<file path="config.mk">
export PLATFORM = sky130hd
export DESIGN_NAME = otter_reg_file_sb_flat
export DESIGN_NICKNAME = d
export VERILOG_FILES = /design/src/rtl/otter_reg_file_sb_if.sv /design/src/rtl/otter_reg_file_sb.sv /design/src/flat_wrapper.sv
export SDC_FILE = /design/constraint.sdc
export NUM_CORES = 2
export LEC_CHECK = 0
export CAP_MARGIN = 20
export CORE_MARGIN = 5
export CORE_UTILIZATION = 60
export CTS_BUF_LIST = sky130_fd_sc_hd__clkbuf_16
export CTS_CLUSTER_DIAMETER = 40
export CTS_CLUSTER_SIZE = 8
export DETAILED_ROUTE_END_ITERATION = 12
export MAX_ROUTING_LAYER = met4
export PLACE_DENSITY = 0.83
export SYNTH_ARGS = -nofsm -noshare
export SYNTH_HDL_FRONTEND = slang
export SYNTH_SLANG_ARGS = --single-unit
</file>
<file path="constraint.sdc">
create_clock -name CLK -period 3.25 [get_ports CLK]
set_input_delay 0.4875 -clock CLK [delete_from_list [all_inputs] [get_ports CLK]]
set_output_delay 0.4875 -clock CLK [all_outputs]
set_load 0.01 [all_outputs]
</file>
<file path="src/rtl/otter_reg_file_sb_if.sv">
// Bus bundle for the OTTER register file: writeback, operand reads and issue handshake.
// The core side uses master; the register file uses slave.
interface otter_reg_file_sb_if #(
  parameter int XLEN = 32,
  parameter int AW   = 5
);
  logic            WR_EN;
  logic [AW-1:0]   WR_ADDR;
  logic [XLEN-1:0] WR_DATA;
  logic [AW-1:0]   ADDR1;
  logic [AW-1:0]   ADDR2;
  logic [XLEN-1:0] RS1;
  logic [XLEN-1:0] RS2;
  logic            RS1_BUSY;
  logic            RS2_BUSY;
  logic            ISSUE_EN;
  logic [AW-1:0]   ISSUE_ADDR;
  logic            ISSUE_RDY;
  logic            PEND_ANY;
  logic            ERR_UNDERFLOW;

  modport master (
    output WR_EN, WR_ADDR, WR_DATA, ADDR1, ADDR2, ISSUE_EN, ISSUE_ADDR,
    input  RS1, RS2, RS1_BUSY, RS2_BUSY, ISSUE_RDY, PEND_ANY, ERR_UNDERFLOW
  );

  modport slave (
    input  WR_EN, WR_ADDR, WR_DATA, ADDR1, ADDR2, ISSUE_EN, ISSUE_ADDR,
    output RS1, RS2, RS1_BUSY, RS2_BUSY, ISSUE_RDY, PEND_ANY, ERR_UNDERFLOW
  );
endinterface

</file>
<file path="src/rtl/otter_reg_file_sb.sv">
// OTTER integer register file with per-register pending-write counters
// (scoreboard) and optional same-cycle writeback forwarding to the read ports.
module otter_reg_file_sb #(
  parameter int XLEN   = 32,
  parameter int NREGS  = 32,
  parameter int AW     = $clog2(NREGS),
  parameter int BYPASS = 1,
  parameter int PEND_W = 2
) (
  input logic              CLK,
  input logic              RST,
  otter_reg_file_sb_if.slave bus
);

  localparam logic [PEND_W-1:0] PEND_MAX  = {PEND_W{1'b1}};
  localparam logic [PEND_W-1:0] PEND_ONE  = PEND_W'(1);
  localparam logic [PEND_W-1:0] PEND_ZERO = PEND_W'(0);

  logic [XLEN-1:0]   regs_r    [NREGS];
  logic [PEND_W-1:0] cnt_r     [NREGS];
  logic [PEND_W-1:0] cnt_nxt_s [NREGS];
  logic              err_r;
  logic              wr_hit_s;
  logic              iss_ok_s;
  logic              issue_rdy_s;
  logic              issue_acc_s;
  logic              same_addr_s;
  logic              underflow_s;
  logic              pend_any_s;
  logic              ok1_s;
  logic              ok2_s;
  logic              byp1_s;
  logic              byp2_s;

  // Entry 0 and addresses beyond NREGS have no storage and no counter.
  function automatic logic addr_ok(input logic [AW-1:0] a);
    return (a != AW'(0)) && (32'(a) < NREGS);
  endfunction

  assign wr_hit_s    = bus.WR_EN && addr_ok(bus.WR_ADDR);
  assign iss_ok_s    = addr_ok(bus.ISSUE_ADDR);
  assign same_addr_s = issue_acc_s && (bus.ISSUE_ADDR == bus.WR_ADDR);

  // Issue acceptance: a full counter only frees up when it is retiring this cycle.
  always_comb begin
    issue_rdy_s = 1'b1;
    if (iss_ok_s) begin
      issue_rdy_s = (cnt_r[bus.ISSUE_ADDR] != PEND_MAX) ||
                    (bus.WR_EN && (bus.WR_ADDR == bus.ISSUE_ADDR));
    end else begin
      issue_rdy_s = 1'b1;
    end
    issue_acc_s = bus.ISSUE_EN && issue_rdy_s && iss_ok_s;
  end

  // Retire against an empty counter is flagged unless an issue refills it in the same cycle.
  always_comb begin
    underflow_s = 1'b0;
    if (wr_hit_s) begin
      underflow_s = (cnt_r[bus.WR_ADDR] == PEND_ZERO) && !same_addr_s;
    end else begin
      underflow_s = 1'b0;
    end
  end

  // Next pending count per register; simultaneous issue and retire cancel out.
  always_comb begin
    for (int i = 0; i < NREGS; i++) begin
      cnt_nxt_s[i] = cnt_r[i];
      if (i == 0) begin
        cnt_nxt_s[i] = PEND_ZERO;
      end else if (issue_acc_s && (bus.ISSUE_ADDR == AW'(i)) &&
                   !(wr_hit_s && (bus.WR_ADDR == AW'(i)))) begin
        cnt_nxt_s[i] = cnt_r[i] + PEND_ONE;
      end else if (wr_hit_s && (bus.WR_ADDR == AW'(i)) &&
                   !(issue_acc_s && (bus.ISSUE_ADDR == AW'(i))) &&
                   (cnt_r[i] != PEND_ZERO)) begin
        cnt_nxt_s[i] = cnt_r[i] - PEND_ONE;
      end else begin
        cnt_nxt_s[i] = cnt_r[i];
      end
    end
  end

  // Any outstanding write anywhere in the file.
  always_comb begin
    pend_any_s = 1'b0;
    for (int i = 1; i < NREGS; i++) begin
      pend_any_s = pend_any_s | (cnt_r[i] != PEND_ZERO);
    end
  end

  // State update: register data, pending counters and the sticky underflow flag.
  always_ff @(posedge CLK) begin
    if (RST) begin
      for (int i = 0; i < NREGS; i++) begin
        regs_r[i] <= XLEN'(0);
        cnt_r[i]  <= PEND_ZERO;
      end
      err_r <= 1'b0;
    end else begin
      if (wr_hit_s) begin
        regs_r[bus.WR_ADDR] <= bus.WR_DATA;
      end
      for (int i = 0; i < NREGS; i++) begin
        cnt_r[i] <= cnt_nxt_s[i];
      end
      if (underflow_s) begin
        err_r <= 1'b1;
      end
    end
  end

  // A forwarded final write clears busy: the consumer already has the value.
  assign ok1_s  = addr_ok(bus.ADDR1);
  assign ok2_s  = addr_ok(bus.ADDR2);
  assign byp1_s = (BYPASS != 0) && wr_hit_s && (bus.WR_ADDR == bus.ADDR1);
  assign byp2_s = (BYPASS != 0) && wr_hit_s && (bus.WR_ADDR == bus.ADDR2);

  assign bus.RS1 = !ok1_s ? XLEN'(0) : (byp1_s ? bus.WR_DATA : regs_r[bus.ADDR1]);
  assign bus.RS2 = !ok2_s ? XLEN'(0) : (byp2_s ? bus.WR_DATA : regs_r[bus.ADDR2]);
  assign bus.RS1_BUSY = ok1_s && (byp1_s ? (cnt_r[bus.ADDR1] > PEND_ONE)
                                         : (cnt_r[bus.ADDR1] != PEND_ZERO));
  assign bus.RS2_BUSY = ok2_s && (byp2_s ? (cnt_r[bus.ADDR2] > PEND_ONE)
                                         : (cnt_r[bus.ADDR2] != PEND_ZERO));

  assign bus.ISSUE_RDY     = issue_rdy_s;
  assign bus.PEND_ANY      = pend_any_s;
  assign bus.ERR_UNDERFLOW = err_r;

endmodule

</file>
<file path="src/flat_wrapper.sv">
// flat-port wrapper written by rule: the top's interface ports become plain ports
module otter_reg_file_sb_flat 
#(
  parameter int XLEN   = 32,
  parameter int NREGS  = 32,
  parameter int AW     = $clog2(NREGS),
  parameter int BYPASS = 1,
  parameter int PEND_W = 2
)
  (CLK, RST, bus_WR_EN, bus_WR_ADDR, bus_WR_DATA, bus_ADDR1, bus_ADDR2, bus_ISSUE_EN, bus_ISSUE_ADDR, bus_RS1, bus_RS2, bus_RS1_BUSY, bus_RS2_BUSY, bus_ISSUE_RDY, bus_PEND_ANY, bus_ERR_UNDERFLOW);
  otter_reg_file_sb_if #(.XLEN(XLEN), .AW(AW)) bus_i ();
  input logic CLK;
  input logic RST;
  input wire logic [$bits(bus_i.WR_EN)-1:0] bus_WR_EN;
  input wire logic [$bits(bus_i.WR_ADDR)-1:0] bus_WR_ADDR;
  input wire logic [$bits(bus_i.WR_DATA)-1:0] bus_WR_DATA;
  input wire logic [$bits(bus_i.ADDR1)-1:0] bus_ADDR1;
  input wire logic [$bits(bus_i.ADDR2)-1:0] bus_ADDR2;
  input wire logic [$bits(bus_i.ISSUE_EN)-1:0] bus_ISSUE_EN;
  input wire logic [$bits(bus_i.ISSUE_ADDR)-1:0] bus_ISSUE_ADDR;
  output wire logic [$bits(bus_i.RS1)-1:0] bus_RS1;
  output wire logic [$bits(bus_i.RS2)-1:0] bus_RS2;
  output wire logic [$bits(bus_i.RS1_BUSY)-1:0] bus_RS1_BUSY;
  output wire logic [$bits(bus_i.RS2_BUSY)-1:0] bus_RS2_BUSY;
  output wire logic [$bits(bus_i.ISSUE_RDY)-1:0] bus_ISSUE_RDY;
  output wire logic [$bits(bus_i.PEND_ANY)-1:0] bus_PEND_ANY;
  output wire logic [$bits(bus_i.ERR_UNDERFLOW)-1:0] bus_ERR_UNDERFLOW;
  assign bus_i.WR_EN = bus_WR_EN;
  assign bus_i.WR_ADDR = bus_WR_ADDR;
  assign bus_i.WR_DATA = bus_WR_DATA;
  assign bus_i.ADDR1 = bus_ADDR1;
  assign bus_i.ADDR2 = bus_ADDR2;
  assign bus_i.ISSUE_EN = bus_ISSUE_EN;
  assign bus_i.ISSUE_ADDR = bus_ISSUE_ADDR;
  assign bus_RS1 = bus_i.RS1;
  assign bus_RS2 = bus_i.RS2;
  assign bus_RS1_BUSY = bus_i.RS1_BUSY;
  assign bus_RS2_BUSY = bus_i.RS2_BUSY;
  assign bus_ISSUE_RDY = bus_i.ISSUE_RDY;
  assign bus_PEND_ANY = bus_i.PEND_ANY;
  assign bus_ERR_UNDERFLOW = bus_i.ERR_UNDERFLOW;
  otter_reg_file_sb #(.XLEN(XLEN), .NREGS(NREGS), .AW(AW), .BYPASS(BYPASS), .PEND_W(PEND_W)) u_core (.CLK(CLK), .RST(RST), .bus(bus_i));
endmodule
</file>
==> out/results.tsv <==
metric	value	unit
Final #Nets	4498	
worst path required time	2.76	ns
dpl hpwl	123000	µm
Chip Width	329	µm
final WL	223000	µm
Fmax	297	MHz
total CTS buffers	174	
clock slew at reported path FFs	0.05	ns
Hold Path Sink	u_core.cnt_r[10][1]	
Pleak	25.5	nW
crit-path max FO	2	
status	complete, but fails checks	
synthesized flop and latch total	1087	
initial antenna violation count	14	
# fillers	5781	
FF-to-FF End	u_core.cnt_r[15][0]	
Fin Setup TNS	-0.815	ns
Initial DRC Count	9099	
worst-case clock skew	0.0211	ns
CP bufs+invs	2	
post-layout instance area	0.0732	mm²
Placement Cell Area	0.0674	mm²
final antenna-violating net count	0	
Hold Buf Count CTS	0	
Die ar.	0.108	mm²
vias per cell	7.69	
first-pass GRT wire length	312000	µm
GRT Total Usage	0.415	
Register-to-Register Path Depth	8	
worst rel slew slack	0.230	
Util after Layout	0.721	
most frequent cell after synthesis	edfxtp_1	
DRT Pass-1 Iters	8	
Setup crit start kind	flop	
CP max stage delay	0.58	ns
Final Hold Fails	0	
CTS Buffer Depth	3	
DR WL/cell	37.7	µm
hold path cells	2	
Seq/Total Area, Yosys	0.524	
H-tree depth	4	
Buffers on Ports	124	
worst setup margin	-0.119	ns
Initial Util	0.602	
ys async rst share	0	
CORE AREA	0.101	mm²
worst skew pair latency	0.77	ns
Yosys cell types	76	
Top Ports	125	
Post-synth EDFFs	1024	
slowest cell on the critical path	mux4_2	
via count	45500	
post-synth top area share	0.504	
Setup-failing EPs final	18	
Mapped Area	0.0611	mm²
vias in the first global route	45800	
PD cells	524	mW/mm²
CTS tree	yes	
Yosys top cell by area	edfxtp_1	
CP top delay family	multiplexers	
syn avg cell area	14.9	µm²
Slew @ Worst Pin	1.15	ns
footprint of the multi-input gates	0.0281	mm²
Max VDD drop	0.452	mV
YS warnings	0	
Setup CP Type	flop to primary output	
Hold WC Path Type	input pin to flop	
violated checks	negative setup slack	
reg-to-reg startpoint	u_core.cnt_r[15][0]	
Area Growth Syn to Fin	19.8	%
cells along the critical path	mux4_2 > mux4_2 > a21oi_2 > buf_6 > a211oi_2 > buf_2	
number of remaining DRC errors	0	
CP dominant cell by count	mux4_2	
Cell Rows	117	
number of max-cap violations	0	
top cells by count, synth	edfxtp_1, and2_1, mux4_2	
global placer's final weighted congestion	0.940	
synth top area cells	edfxtp_1, mux4_2, and2_1, dfxtp_1, clkbuf_1	
setup slack, reg-to-reg	0.81	ns
Final period util	1.04	
clock sink count	1087	
Primary FF master, synth	edfxtp_1	
storage element area	0.0321	mm²
fraction of final layout cells sized beyond drive strength 1	0.360	
final critical-path required period	3.37	ns
clk root buf	clkbuf_16	
RSZ-0062 raised after global routing	true	
crit end category	primary output	
HP Start	RST	
gr ovfl total	0	
Max Slew Vio Count	0	
post-synthesis cell count	4109	
Die Y	329	µm
largest net degree at the start of global routing	104	
crit path DAT	2.88	ns
==> worst max path at each step <==
stage / start / end / slack, ns / depth (start not counted)
after floorplan: bus_ADDR2[0] / bus_RS2_BUSY / 0.27 / 7
after global placement: bus_WR_ADDR[2] / bus_RS2[2] / -0.58 / 9
after detailed placement: bus_WR_ADDR[2] / bus_RS2[19] / -0.56 / 9
after CTS: u_core.regs_r[19][1] / bus_RS2[1] / -0.09 / 7
after global routing: u_core.regs_r[15][31] / bus_RS2[31] / -0.1 / 6
final: u_core.regs_r[31][20] / bus_RS2[20] / -0.12 / 6
==> metrics by stage <==
step	hold WS [ns]	power, W	setup slack, ns	instances
2_1_floorplan	0.485	0.0194	0.270	4140
3_3_place_gp	0.530	0.0215	-0.578	5595
3_5_place_dp	0.549	0.0217	-0.559	5595
4_1_cts	0.0751	0.0380	-0.0933	5874
5_1_grt	0.108	0.0390	-0.0970	5906
6_report	0.0998	0.0383	-0.119	5919
==> cell usage in the layout, fill, tap and decap left out, drive strengths merged, types with 64 or more instances in the layout <==
master	netlist	layout
nor2	147	147
mux2i	74	74
a211oi	121	121
edfxtp	1024	1024
buf	132	504
and2	1001	1001
clkbuf	319	197
nand2	91	91
mux4	671	671
a21oi	64	64
==> cells by family (layout without fill, tap and decap cells) <==
kind of cell	count (synthesis)	count (layout)	share of synthesized area
buf+inv	452	833	0.0302
mux	749	749	0.260
xor+xnor	21	21	0.00301
flops	1087	1087	0.524
other cells	1	62	0.0000614
simple gates	1478	1478	0.143
compound gates	321	321	0.0388
==> final cells by class <==
cell class                      count  area share
Antenna cell                       30     0.00103
Tap cell                         1368      0.0234
Clock inverter                     79     0.00816
Timing Repair Buffer              577      0.0848
Multi-Input combinational cell   2601       0.384
Inverter                            1   0.0000513
Sequential cell                  1087       0.438
Clock buffer                      176      0.0602
==> layer usage <==
metal | vias up | GRT usage | wire (µm)
met2 | 5241 | 0.606 | 98500
li1 | 16700 | - | -
met4 | 0 | 0.289 | 21000
met5 | - | - | 0
met3 | 1525 | 0.140 | 37900
met1 | 22000 | 0.490 | 65900
==> registers in the layout (all words and copies together), names as in the netlist <==
| signal | count |
|---|---|
| u_core.bus.ERR_UNDERFLOW | 1 |
| u_core.regs_r | 1024 |
| u_core.cnt_r | 62 |
==> timing repair <==
| item | CTS | global route |
|---|---|---|
| setup endpoints to repair | 67 | 53 |
| setup buffers | 26 | 15 |
| pin swaps | 23 | 17 |
| gates cloned | 4 | 3 |
| gates resized for setup | 332 | 75 |
==> worst reg2reg max path: stages (launching register included) <==
cell     delay (ns)
dfxtp_2        0.42
nand2_1        0.09
mux4_2         0.49
a22oi_2        0.25
buf_4          0.16
buf_4          0.24
o21ai_0        0.22
o32a_1         0.39
a21oi_1        0.12
==> power breakdown <==
| group | switching, W | total (W) | internal (W) |
|---|---|---|---|
| registers | 0.000492 | 0.0166 | 0.0161 |
| clock network | 0.00655 | 0.0165 | 0.00996 |
| logic | 0.00276 | 0.00525 | 0.00248 |
Power figures use the tool's default switching activity.
